**src/rtl/trng_pkg.sv**
```systemverilog
// trng_pkg: shared FSM encoding and default sizing for trng_ctrl.
// Imported by trng_ctrl and trng_health.
package trng_pkg;

  typedef enum logic [2:0] {
    ST_IDLE,
    ST_WARMUP,
    ST_SAMPLE,
    ST_SEND,
    ST_DONE
  } state_t;

  localparam int unsigned DEF_WARMUP_CYC = 256;
  localparam int unsigned DEF_NUM_BYTES  = 16;
  localparam int unsigned DEF_REP_LIMIT  = 4;

endpackage

```
**src/rtl/trng_health.sv**
```systemverilog
// trng_health: repetition-count test over transferred bytes.
// Flags o_fail combinationally on the strobe that completes the run.
module trng_health
  import trng_pkg::*;
#(
  parameter int REP_LIMIT = DEF_REP_LIMIT
) (
  input  logic       clk,
  input  logic       rst,
  input  logic       i_clear,
  input  logic       i_strobe,
  input  logic [7:0] i_byte,
  output logic       o_fail
);

  localparam logic [3:0] RUN_MAX = 4'(REP_LIMIT - 1);

  logic [7:0] r_prev;
  logic [3:0] r_run;
  logic       r_have;
  logic       w_same;

  assign w_same = r_have & (i_byte == r_prev);
  assign o_fail = i_strobe & w_same & (r_run == RUN_MAX);

  // Track previous byte and length of the current identical run
  always_ff @(posedge clk or posedge rst) begin
    if (rst) begin
      r_prev <= 8'd0;
      r_run  <= 4'd0;
      r_have <= 1'b0;
    end else if (i_clear) begin
      r_prev <= 8'd0;
      r_run  <= 4'd1;
      r_have <= 1'b0;
    end else if (i_strobe) begin
      r_prev <= i_byte;
      r_have <= 1'b1;
      r_run  <= w_same ? r_run + 4'd1 : 4'd1;
    end
  end

endmodule

```
**src/rtl/trng_ctrl.sv**
```systemverilog
// trng_ctrl: warmup / sample / send sequencer for a ring-oscillator TRNG.
// Define TRNG_HEALTH_EN to add the repetition health test and err flag.
module trng_ctrl
  import trng_pkg::*;
#(
  parameter int WARMUP_CYC = DEF_WARMUP_CYC,
  parameter int NUM_BYTES  = DEF_NUM_BYTES,
  parameter int REP_LIMIT  = DEF_REP_LIMIT
) (
  input  logic       clk,
  input  logic       rst,
  input  logic       req,
  input  logic       abort,
  input  logic       trng_bit,
  output logic       ro_en,
  output logic       core_start,
  input  logic       tx_rdy,
  output logic [7:0] tx_data,
  output logic       tx_vld,
  output logic       busy,
  output logic       done,
  output logic       err
);

  if (WARMUP_CYC < 1 || WARMUP_CYC > 65535) begin : g_bad_warmup
    $error("trng_ctrl: WARMUP_CYC out of range");
  end
  if (NUM_BYTES < 1 || NUM_BYTES > 255) begin : g_bad_bytes
    $error("trng_ctrl: NUM_BYTES out of range");
  end
  if (REP_LIMIT < 2 || REP_LIMIT > 15) begin : g_bad_rep
    $error("trng_ctrl: REP_LIMIT out of range");
  end

  localparam logic [15:0] W_LAST = 16'(WARMUP_CYC - 1);
  localparam logic [7:0]  B_LAST = 8'(NUM_BYTES - 1);

  state_t      r_state;
  logic [15:0] r_wcnt;
  logic [2:0]  r_bit_cnt;
  logic [7:0]  r_byte_cnt;
  logic [7:0]  r_byte;
  logic        r_ro_en;
  logic        r_core_start;
  logic        r_tx_vld;
  logic        r_busy;
  logic        r_done;

  logic        w_xfer;
  logic        w_fail;
  logic        w_abort;

  assign w_xfer  = r_tx_vld & tx_rdy;
  assign w_abort = abort & (r_state != ST_IDLE);

  assign ro_en      = r_ro_en;
  assign core_start = r_core_start;
  assign tx_data    = r_byte;
  assign tx_vld     = r_tx_vld;
  assign busy       = r_busy;
  assign done       = r_done;

`ifdef TRNG_HEALTH_EN
  logic r_err;
  logic w_start;

  assign w_start = (r_state == ST_IDLE) & req;
  assign err     = r_err;

  trng_health #(
    .REP_LIMIT(REP_LIMIT)
  ) u_health (
    .clk     (clk),
    .rst     (rst),
    .i_clear (w_start),
    .i_strobe(w_xfer),
    .i_byte  (r_byte),
    .o_fail  (w_fail)
  );

  // Sticky error: cleared by an accepted request, set by a failed byte
  always_ff @(posedge clk or posedge rst) begin
    if (rst) begin
      r_err <= 1'b0;
    end else if (w_start) begin
      r_err <= 1'b0;
    end else if (w_fail & ~w_abort) begin
      r_err <= 1'b1;
    end
  end
`else
  assign w_fail = 1'b0;
  assign err    = 1'b0;
`endif

  // Burst sequencer with outputs registered alongside the state
  always_ff @(posedge clk or posedge rst) begin
    if (rst) begin
      r_state      <= ST_IDLE;
      r_wcnt       <= 16'd0;
      r_bit_cnt    <= 3'd0;
      r_byte_cnt   <= 8'd0;
      r_byte       <= 8'd0;
      r_ro_en      <= 1'b0;
      r_core_start <= 1'b0;
      r_tx_vld     <= 1'b0;
      r_busy       <= 1'b0;
      r_done       <= 1'b0;
    end else begin
      r_done <= 1'b0;
      if (w_abort || (w_xfer && w_fail)) begin
        r_state      <= ST_IDLE;
        r_wcnt       <= 16'd0;
        r_bit_cnt    <= 3'd0;
        r_byte_cnt   <= 8'd0;
        r_byte       <= 8'd0;
        r_ro_en      <= 1'b0;
        r_core_start <= 1'b0;
        r_tx_vld     <= 1'b0;
        r_busy       <= 1'b0;
      end else begin
        unique case (r_state)
          ST_IDLE: begin
            if (req) begin
              r_state <= ST_WARMUP;
              r_wcnt  <= 16'd0;
              r_ro_en <= 1'b1;
              r_busy  <= 1'b1;
            end
          end
          ST_WARMUP: begin
            if (r_wcnt == W_LAST) begin
              r_state      <= ST_SAMPLE;
              r_wcnt       <= 16'd0;
              r_bit_cnt    <= 3'd0;
              r_core_start <= 1'b1;
            end else begin
              r_wcnt <= r_wcnt + 16'd1;
            end
          end
          ST_SAMPLE: begin
            r_byte[r_bit_cnt] <= trng_bit;
            r_bit_cnt         <= r_bit_cnt + 3'd1;
            if (r_bit_cnt == 3'd7) begin
              r_state      <= ST_SEND;
              r_core_start <= 1'b0;
              r_tx_vld     <= 1'b1;
            end
          end
          ST_SEND: begin
            if (w_xfer) begin
              r_tx_vld <= 1'b0;
              if (r_byte_cnt == B_LAST) begin
                r_state    <= ST_DONE;
                r_byte_cnt <= 8'd0;
                r_ro_en    <= 1'b0;
                r_done     <= 1'b1;
              end else begin
                r_state      <= ST_SAMPLE;
                r_byte_cnt   <= r_byte_cnt + 8'd1;
                r_bit_cnt    <= 3'd0;
                r_core_start <= 1'b1;
              end
            end
          end
          ST_DONE: begin
            r_state <= ST_IDLE;
            r_busy  <= 1'b0;
          end
          default: begin
            r_state <= ST_IDLE;
          end
        endcase
      end
    end
  end

endmodule
```
**config.mk**
```make
export PLATFORM = sky130hd
export DESIGN_NAME = trng_ctrl
export DESIGN_NICKNAME = d
export VERILOG_FILES = /design/src/rtl/trng_pkg.sv /design/src/rtl/trng_health.sv /design/src/rtl/trng_ctrl.sv
export SDC_FILE = /design/constraint.sdc
export NUM_CORES = 1
export LEC_CHECK = 0
export BUFFER_PORTS_ARGS = -buffer_cell sky130_fd_sc_hd__buf_2
export CAP_MARGIN = 10
export CORE_ASPECT_RATIO = 0.8
export CORE_MARGIN = 8
export CORE_UTILIZATION = 50
export CTS_CLUSTER_DIAMETER = 50
export DETAILED_ROUTE_END_ITERATION = 6
export PLACE_DENSITY = 0.78
export SLEW_MARGIN = 5
export SYNTH_ARGS = -nofsm -noshare
export SYNTH_HDL_FRONTEND = slang
export SYNTH_SLANG_ARGS = --single-unit
export TNS_END_PERCENT = 30
```
**constraint.sdc**
```tcl
create_clock -name clk -period 2.8 [get_ports clk]
set_input_delay 0.28 -clock clk [delete_from_list [all_inputs] [get_ports clk]]
set_output_delay 0.28 -clock clk [all_outputs]
set_load 0.005 [all_outputs]
```
# Yosys cells after proc, flatten, opt, wreduce, memory -nomap -nowiden
# Cells that the tools add are included.
dict set report word_totals {
  reg_bits 43
  out_inout_bits 14
  input_bits 6
  word_cells 95
}
dict set report classes {
  n_lt_le_gt_ge 2
  n_eq_ne 13
  mux 46
  bitwise_logic 2
  n_reduce_logical 19
  addsub 3
}
# operator count
set ops {}
lappend ops {{$mux W16} 3}
lappend ops {{$mux W8} 6}
lappend ops {{$pmux W16 S2} 1}
lappend ops {{$mux W3} 10}
lappend ops {{$mux W1} 18}
lappend ops {{$ne A3 B3 Y1 const B} 6}
lappend ops {{$add A16 B1 Y16 const B} 1}
lappend ops {{$eq A16 B8 Y1 const B} 1}
lappend ops {{$reduce_bool A3 Y1} 5}
lappend ops {{$pmux W3 S4} 1}
lappend ops {{$reduce_and A4 Y1} 3}
lappend ops {{$pmux W3 S3} 1}
lappend ops {{$add A8 B1 Y8 const B} 1}
lappend ops {{$bwmux W8} 1}
lappend ops {{$eq A8 B4 Y1 const B} 1}
lappend ops {{$eq A3 B2 Y1 const B} 2}
lappend ops {{$eq A3 B3 Y1 const B} 2}
lappend ops {{$pmux W1 S2} 3}
lappend ops {{$reduce_and A2 Y1} 3}
lappend ops {{$reduce_bool A2 Y1} 3}
lappend ops {{$reduce_and A5 Y1} 1}
lappend ops {{$lt A3 B4 Y1 const B} 1}
lappend ops {{$reduce_bool A4 Y1} 1}
lappend ops {{$add A3 B1 Y3 const B} 1}
lappend ops {{other kinds (8)} 9}

# Longest topological paths before layout
dict set report depth {
  word_depth 7
  ltp_mapped 7
  depth_no_buf 7
}

# Worst setup path before layout
# OpenSTA, ideal clock, no wires.
dict set report synth_timing {
  path_kind {reg-to-reg}
  startpoint {reg r_wcnt[11]}
  endpoint {reg r_core_start, in the netlist core_start}
  stages_incl_launch_ff 6
  synth_period_minus_slack_ps 1894
  path_buffers 0
  slack_ps 906
  setup_ps 126
  t_required_ps 2674
  arrival_ps 1768
  path_cell_list {dfrtp_1 -> or4_4 -> nor4_4 -> or2_4 -> o2111ai_4 -> a221o_1}
}
dict set report synth_between {
  elab_chain_len 3
}
# element line
set synth_rtl {}
lappend synth_rtl {{start: declaration} trng_ctrl.sv:39} ;# logic [15:0] r_wcnt;
lappend synth_rtl {{start signal: assignment} trng_ctrl.sv:138} ;# r_wcnt <= r_wcnt + 16'd1;
lappend synth_rtl {{$eq A16 B8 Y1} trng_ctrl.sv:132} ;# if (r_wcnt == W_LAST) begin
lappend synth_rtl {{$ne A3 B3 Y1 (no line)} --}
lappend synth_rtl {{$reduce_and A5 Y1 (no line)} --}
lappend synth_rtl {{end signal: assignment} trng_ctrl.sv:136} ;# r_core_start <= 1'b1;
lappend synth_rtl {{end signal: assignment} trng_ctrl.sv:146} ;# r_core_start <= 1'b0;
lappend synth_rtl {{end signal: assignment} trng_ctrl.sv:162} ;# r_core_start <= 1'b1;
lappend synth_rtl {{end: declaration} trng_ctrl.sv:44} ;# logic r_core_start;
# Every way passes these cells.
# A chain may end at the register's enable or synchronous reset.

# Final worst setup path
dict set report layout_timing {
  startpoint {reg r_state[2]}
  endpoint {reg r_core_start, in the netlist core_start}
}
dict set report layout_between {
  elab_chain_len 4
  word_cells_on_any_way 13
  cone_classes {eq/ne (7); mux (2); bitwise (1); reduce/logical (3)}
}
# element line
set layout_rtl {}
lappend layout_rtl {{start: declaration} trng_ctrl.sv:38} ;# state_t r_state;
lappend layout_rtl {{start signal: assignment} trng_ctrl.sv:99} ;# r_state <= ST_IDLE;
lappend layout_rtl {{start signal: assignment} trng_ctrl.sv:112} ;# r_state <= ST_IDLE;
lappend layout_rtl {{start signal: assignment} trng_ctrl.sv:125} ;# r_state <= ST_WARMUP;
lappend layout_rtl {{$reduce_bool A3 Y1} trng_ctrl.sv:54} ;# assign w_abort = abort & (r_state != ST_IDLE);
lappend layout_rtl {{$and A1 B1 Y1} trng_ctrl.sv:54}
lappend layout_rtl {{$ne A3 B3 Y1 (no line) or $reduce_bool A4 Y1 (tied branches)} --}
lappend layout_rtl {{$reduce_and A5 Y1 (no line)} --}
lappend layout_rtl {{end signal: assignment} trng_ctrl.sv:105} ;# r_core_start <= 1'b0;
lappend layout_rtl {{end signal: assignment} trng_ctrl.sv:118} ;# r_core_start <= 1'b0;
lappend layout_rtl {{end signal: assignment} trng_ctrl.sv:136}
# Parallel ways exist; a longest one is shown, timed or not.

==> results.json <==
{
  "ys_async_sr_fraction": 1.00,
  "start_kind": "register",
  "number_of_remaining_drc_errors": 0,
  "n_antenna_cell": 0,
  "fin_skew_ns": 0.00746,
  "syn_avg_cell_area_um2": 9.06,
  "design.final.nets": 287,
  "crit_fanout": 14,
  "cap_viol_max_count": 0,
  "cts_resized": 0,
  "gp_routability_congestion": 0.923,
  "power_density_mw_per_mm2": 709,
  "total_gr_overflow": 0,
  "dp_worst_setup_slack_ns": 0.566,
  "cts-buffers-inserted": 5,
  "maxSlewViolCount": 0,
  "hold_path_class": "in -> reg",
  "h-tree-depth": 2,
  "hold_buffers": 1,
  "yosysTopAreaCell": "sky130_fd_sc_hd__dfrtp_1",
  "setup_tns_ns": 0,
  "drive_gt1_frac": 0.122,
  "grt_pass1_wl_um": 8680,
  "dp_hpwl_um": 3690,
  "fp.coreArea_mm2": 0.00454,
  "timing.final.crit_period_ns": 2.26,
  "design_area_mm2": 0.00257,
  "fillerInstances": 415,
  "commonest_register_cell_after_synthesis": "sky130_fd_sc_hd__dfrtp_1",
  "postSynthCellCount": 259,
  "ys_seq_area_frac": 0.458,
  "synth-seq-cells": 43,
  "cts_num_sinks": 43,
  "vertical_extent_of_the_die_um": 77.3,
  "final_min_period_over_clock_period": 0.807,
  "cp.arrival_ns": 2.44,
  "avgViaCountPerCell": 5.89,
  "layout-area-overhead-vs-synth_pct": 9.65,
  "vias_in_the_first_global_route": 1770,
  "clockBufferDepth": 2,
  "die-area_mm2": 0.00716,
  "leakagePower_uw": 0.00117,
  "routed_wirelength_um": 5070,
  "peakVddDrop_mv": 0.385,
  "multi_input_comb_area_mm2": 0.00119,
  "final_antenna_net_count": 0,
  "clk_root_buffer_cell": "sky130_fd_sc_hd__clkbuf_8",
  "tightestPinTransition_ns": 0.717,
  "power.total_uw": 1820,
  "endpoint_kind": "register",
  "synth_area_leaders": "sky130_fd_sc_hd__dfrtp_1 (46%), sky130_fd_sc_hd__nand2_1 (4.8%), sky130_fd_sc_hd__nor2_1 (4.3%), sky130_fd_sc_hd__nand3_1 (3.8%), sky130_fd_sc_hd__o21ai_0 (3.0%)",
  "vias": 1991,
  "antenna_found_initial": 0,
  "row_count": 22,
  "mappedNetlistArea_mm2": 0.00235,
  "design.portCount": 20,
  "yosys_warnings": 0,
  "cts_tree": "done",
  "post-synth-top-area-fraction": 0.458,
  "grt_start_max_net_pins": 27,
  "grt_setup_unrepaired": "false",
  "timing.critical_path.required_ns": 2.98,
  "synth-edff-count": 0,
  "dpl-instance-area_mm2": 0.00248,
  "run_status": "completed",
  "cts.clk_slew.worst_paths_ns": 0.08,
  "seqCellArea_mm2": 0.00108,
  "report.final.hold_viol_count": 0,
  "initialDrtViolationCount": 136,
  "setup_viol_count_final": 0,
  "port-buffer-count": 18,
  "criticalPathCategory": "reg -> reg",
  "final_critical_path_setup_slack_ns": 0.541,
  "detail_route.first_pass.iterations": 4,
  "ys_types": 50,
  "chipWidth_um": 92.6,
  "postSynthNetCount": 269,
  "start_util": 0.517,
  "final_cells": 338,
  "grtUsageTotal": 0.148,
  "timing.max_slew.rel_slack": 0.519,
  "insertion_delay_ns": 0.30,
  "drt-wirelength-per-cell_um": 15.0,
  "fmax_mhz": 443,
  "post-cts-setup-buffer-count": 0,
  "placedCellCount": 329
}
path summary, 6_finish.rpt:
path	from	endpoint	slack [ns]	depth (start not counted)
worst max register to register	r_state[2]$_DFFE_PP0P_	core_start$_DFFE_PP0P_	0.54	5
max in group asynchronous	rst	r_wcnt[1]$_DFFE_PP0P_	1.57	4
worst min register to register	r_wcnt[14]$_DFFE_PP0P_	r_wcnt[14]$_DFFE_PP0P_	0.52	1
worst min-delay path	trng_bit	tx_data[6]$_DFFE_PP0P_	0.29	3
worst max-delay path	r_state[2]$_DFFE_PP0P_	core_start$_DFFE_PP0P_	0.54	5
min in group asynchronous	rst	r_wcnt[14]$_DFFE_PP0P_	0.52	3
worst max-delay path: stages (launching register included):
cell                       delay (ns)
sky130_fd_sc_hd__dfrtp_1         0.51
sky130_fd_sc_hd__nor2_1          0.29
sky130_fd_sc_hd__nand3b_1        0.18
sky130_fd_sc_hd__nor2_1          0.58
sky130_fd_sc_hd__nor2_1          0.21
sky130_fd_sc_hd__a221o_1         0.37
stage by stage:
stage	util	hold WS (ns)
floorplan	-	0.456
global placement	0.546	0.308
detailed placement	0.546	0.316
CTS	0.567	0.288
global route	0.567	0.301
finish	0.567	0.294
flip-flops by register name, indices dropped and copies added (netlist names):
signal / flops
core_start: 1
r_bit_cnt: 3
ro_en: 1
r_wcnt: 16
done: 1
tx_data: 8
r_byte_cnt: 8
busy: 1
r_state: 3
tx_vld: 1
cells by family (layout without fill, tap and decap cells):
| logic type | after synthesis | count (layout) | share of synthesized area |
|---|---|---|---|
| simple gates | 118 | 118 | 0.263 |
| compound gates | 66 | 66 | 0.187 |
| flops | 43 | 43 | 0.458 |
| buf+inv | 18 | 37 | 0.0330 |
| xor+xnor | 6 | 6 | 0.0224 |
| fa+ha+maj | 4 | 4 | 0.0213 |
| mux | 3 | 3 | 0.0133 |
| other cells | 1 | 1 | 0.00160 |
layer usage:
layer	wire length, um	GRT usage	vias to the layer above
li1	-	-	979
met1	2620	0.221	947
met2	2050	0.200	60
met3	355	0.0379	5
met4	45	0.0465	0
met5	0	0	-
cell usage after synthesis (4+ instances only):
| cell type | n |
|---|---|
| sky130_fd_sc_hd__a21o_1 | 5 |
| sky130_fd_sc_hd__clkbuf_1 | 5 |
| sky130_fd_sc_hd__a31oi_1 | 10 |
| sky130_fd_sc_hd__inv_1 | 8 |
| sky130_fd_sc_hd__xnor2_1 | 5 |
| sky130_fd_sc_hd__and3_1 | 4 |
| sky130_fd_sc_hd__nand3_1 | 18 |
| sky130_fd_sc_hd__nor3_1 | 6 |
| sky130_fd_sc_hd__nor3b_1 | 4 |
| sky130_fd_sc_hd__o21ai_1 | 4 |
| sky130_fd_sc_hd__a22o_1 | 5 |
| sky130_fd_sc_hd__a21oi_1 | 13 |
| sky130_fd_sc_hd__o21ai_0 | 14 |
| sky130_fd_sc_hd__nand4_1 | 4 |
| sky130_fd_sc_hd__nand2_1 | 30 |
| sky130_fd_sc_hd__ha_1 | 4 |
| sky130_fd_sc_hd__dfrtp_1 | 43 |
| sky130_fd_sc_hd__nor2_1 | 27 |
cells in the final DEF (no fill, tap or decap), drive strengths merged, types with 2 or more instances in the layout:
cell / Yosys / final
o21ai: 18 / 18
clkinv: 0 / 4
a31oi: 10 / 10
nor2b: 2 / 2
o31ai: 3 / 3
a21o: 5 / 5
and3b: 2 / 2
or4: 3 / 3
mux2i: 2 / 2
clkbuf: 5 / 5
and3: 4 / 4
dfrtp: 43 / 43
a21oi: 13 / 13
nor3: 7 / 7
and4: 3 / 3
ha: 4 / 4
nand2: 30 / 30
inv: 8 / 7
nor3b: 4 / 4
xnor2: 5 / 5
buf: 5 / 20
nor2: 27 / 27
nand3: 18 / 18
nand4: 4 / 4
nor4: 4 / 4
or2: 2 / 2
nand3b: 3 / 3
or3: 3 / 3
o31a: 2 / 2
a22o: 5 / 5
o22ai: 2 / 2
power breakdown:
group | internal, uW | total, uW | switching [uW]
clock network | 171 | 387 | 216
registers | 702 | 840 | 138
logic | 232 | 598 | 366
total | 1100 | 1820 | 720
final cells by class:
| class | instances | area share |
|---|---|---|
| Multi-Input combinational cell | 198 | 0.464 |
| Sequential cell | 43 | 0.418 |
| Timing Repair Buffer | 21 | 0.0447 |
| Tap cell | 60 | 0.0292 |
| Clock buffer | 5 | 0.0267 |
| Inverter | 8 | 0.0117 |
| Clock inverter | 3 | 0.00583 |
Note: power is estimated with default switching activity, not from simulation.
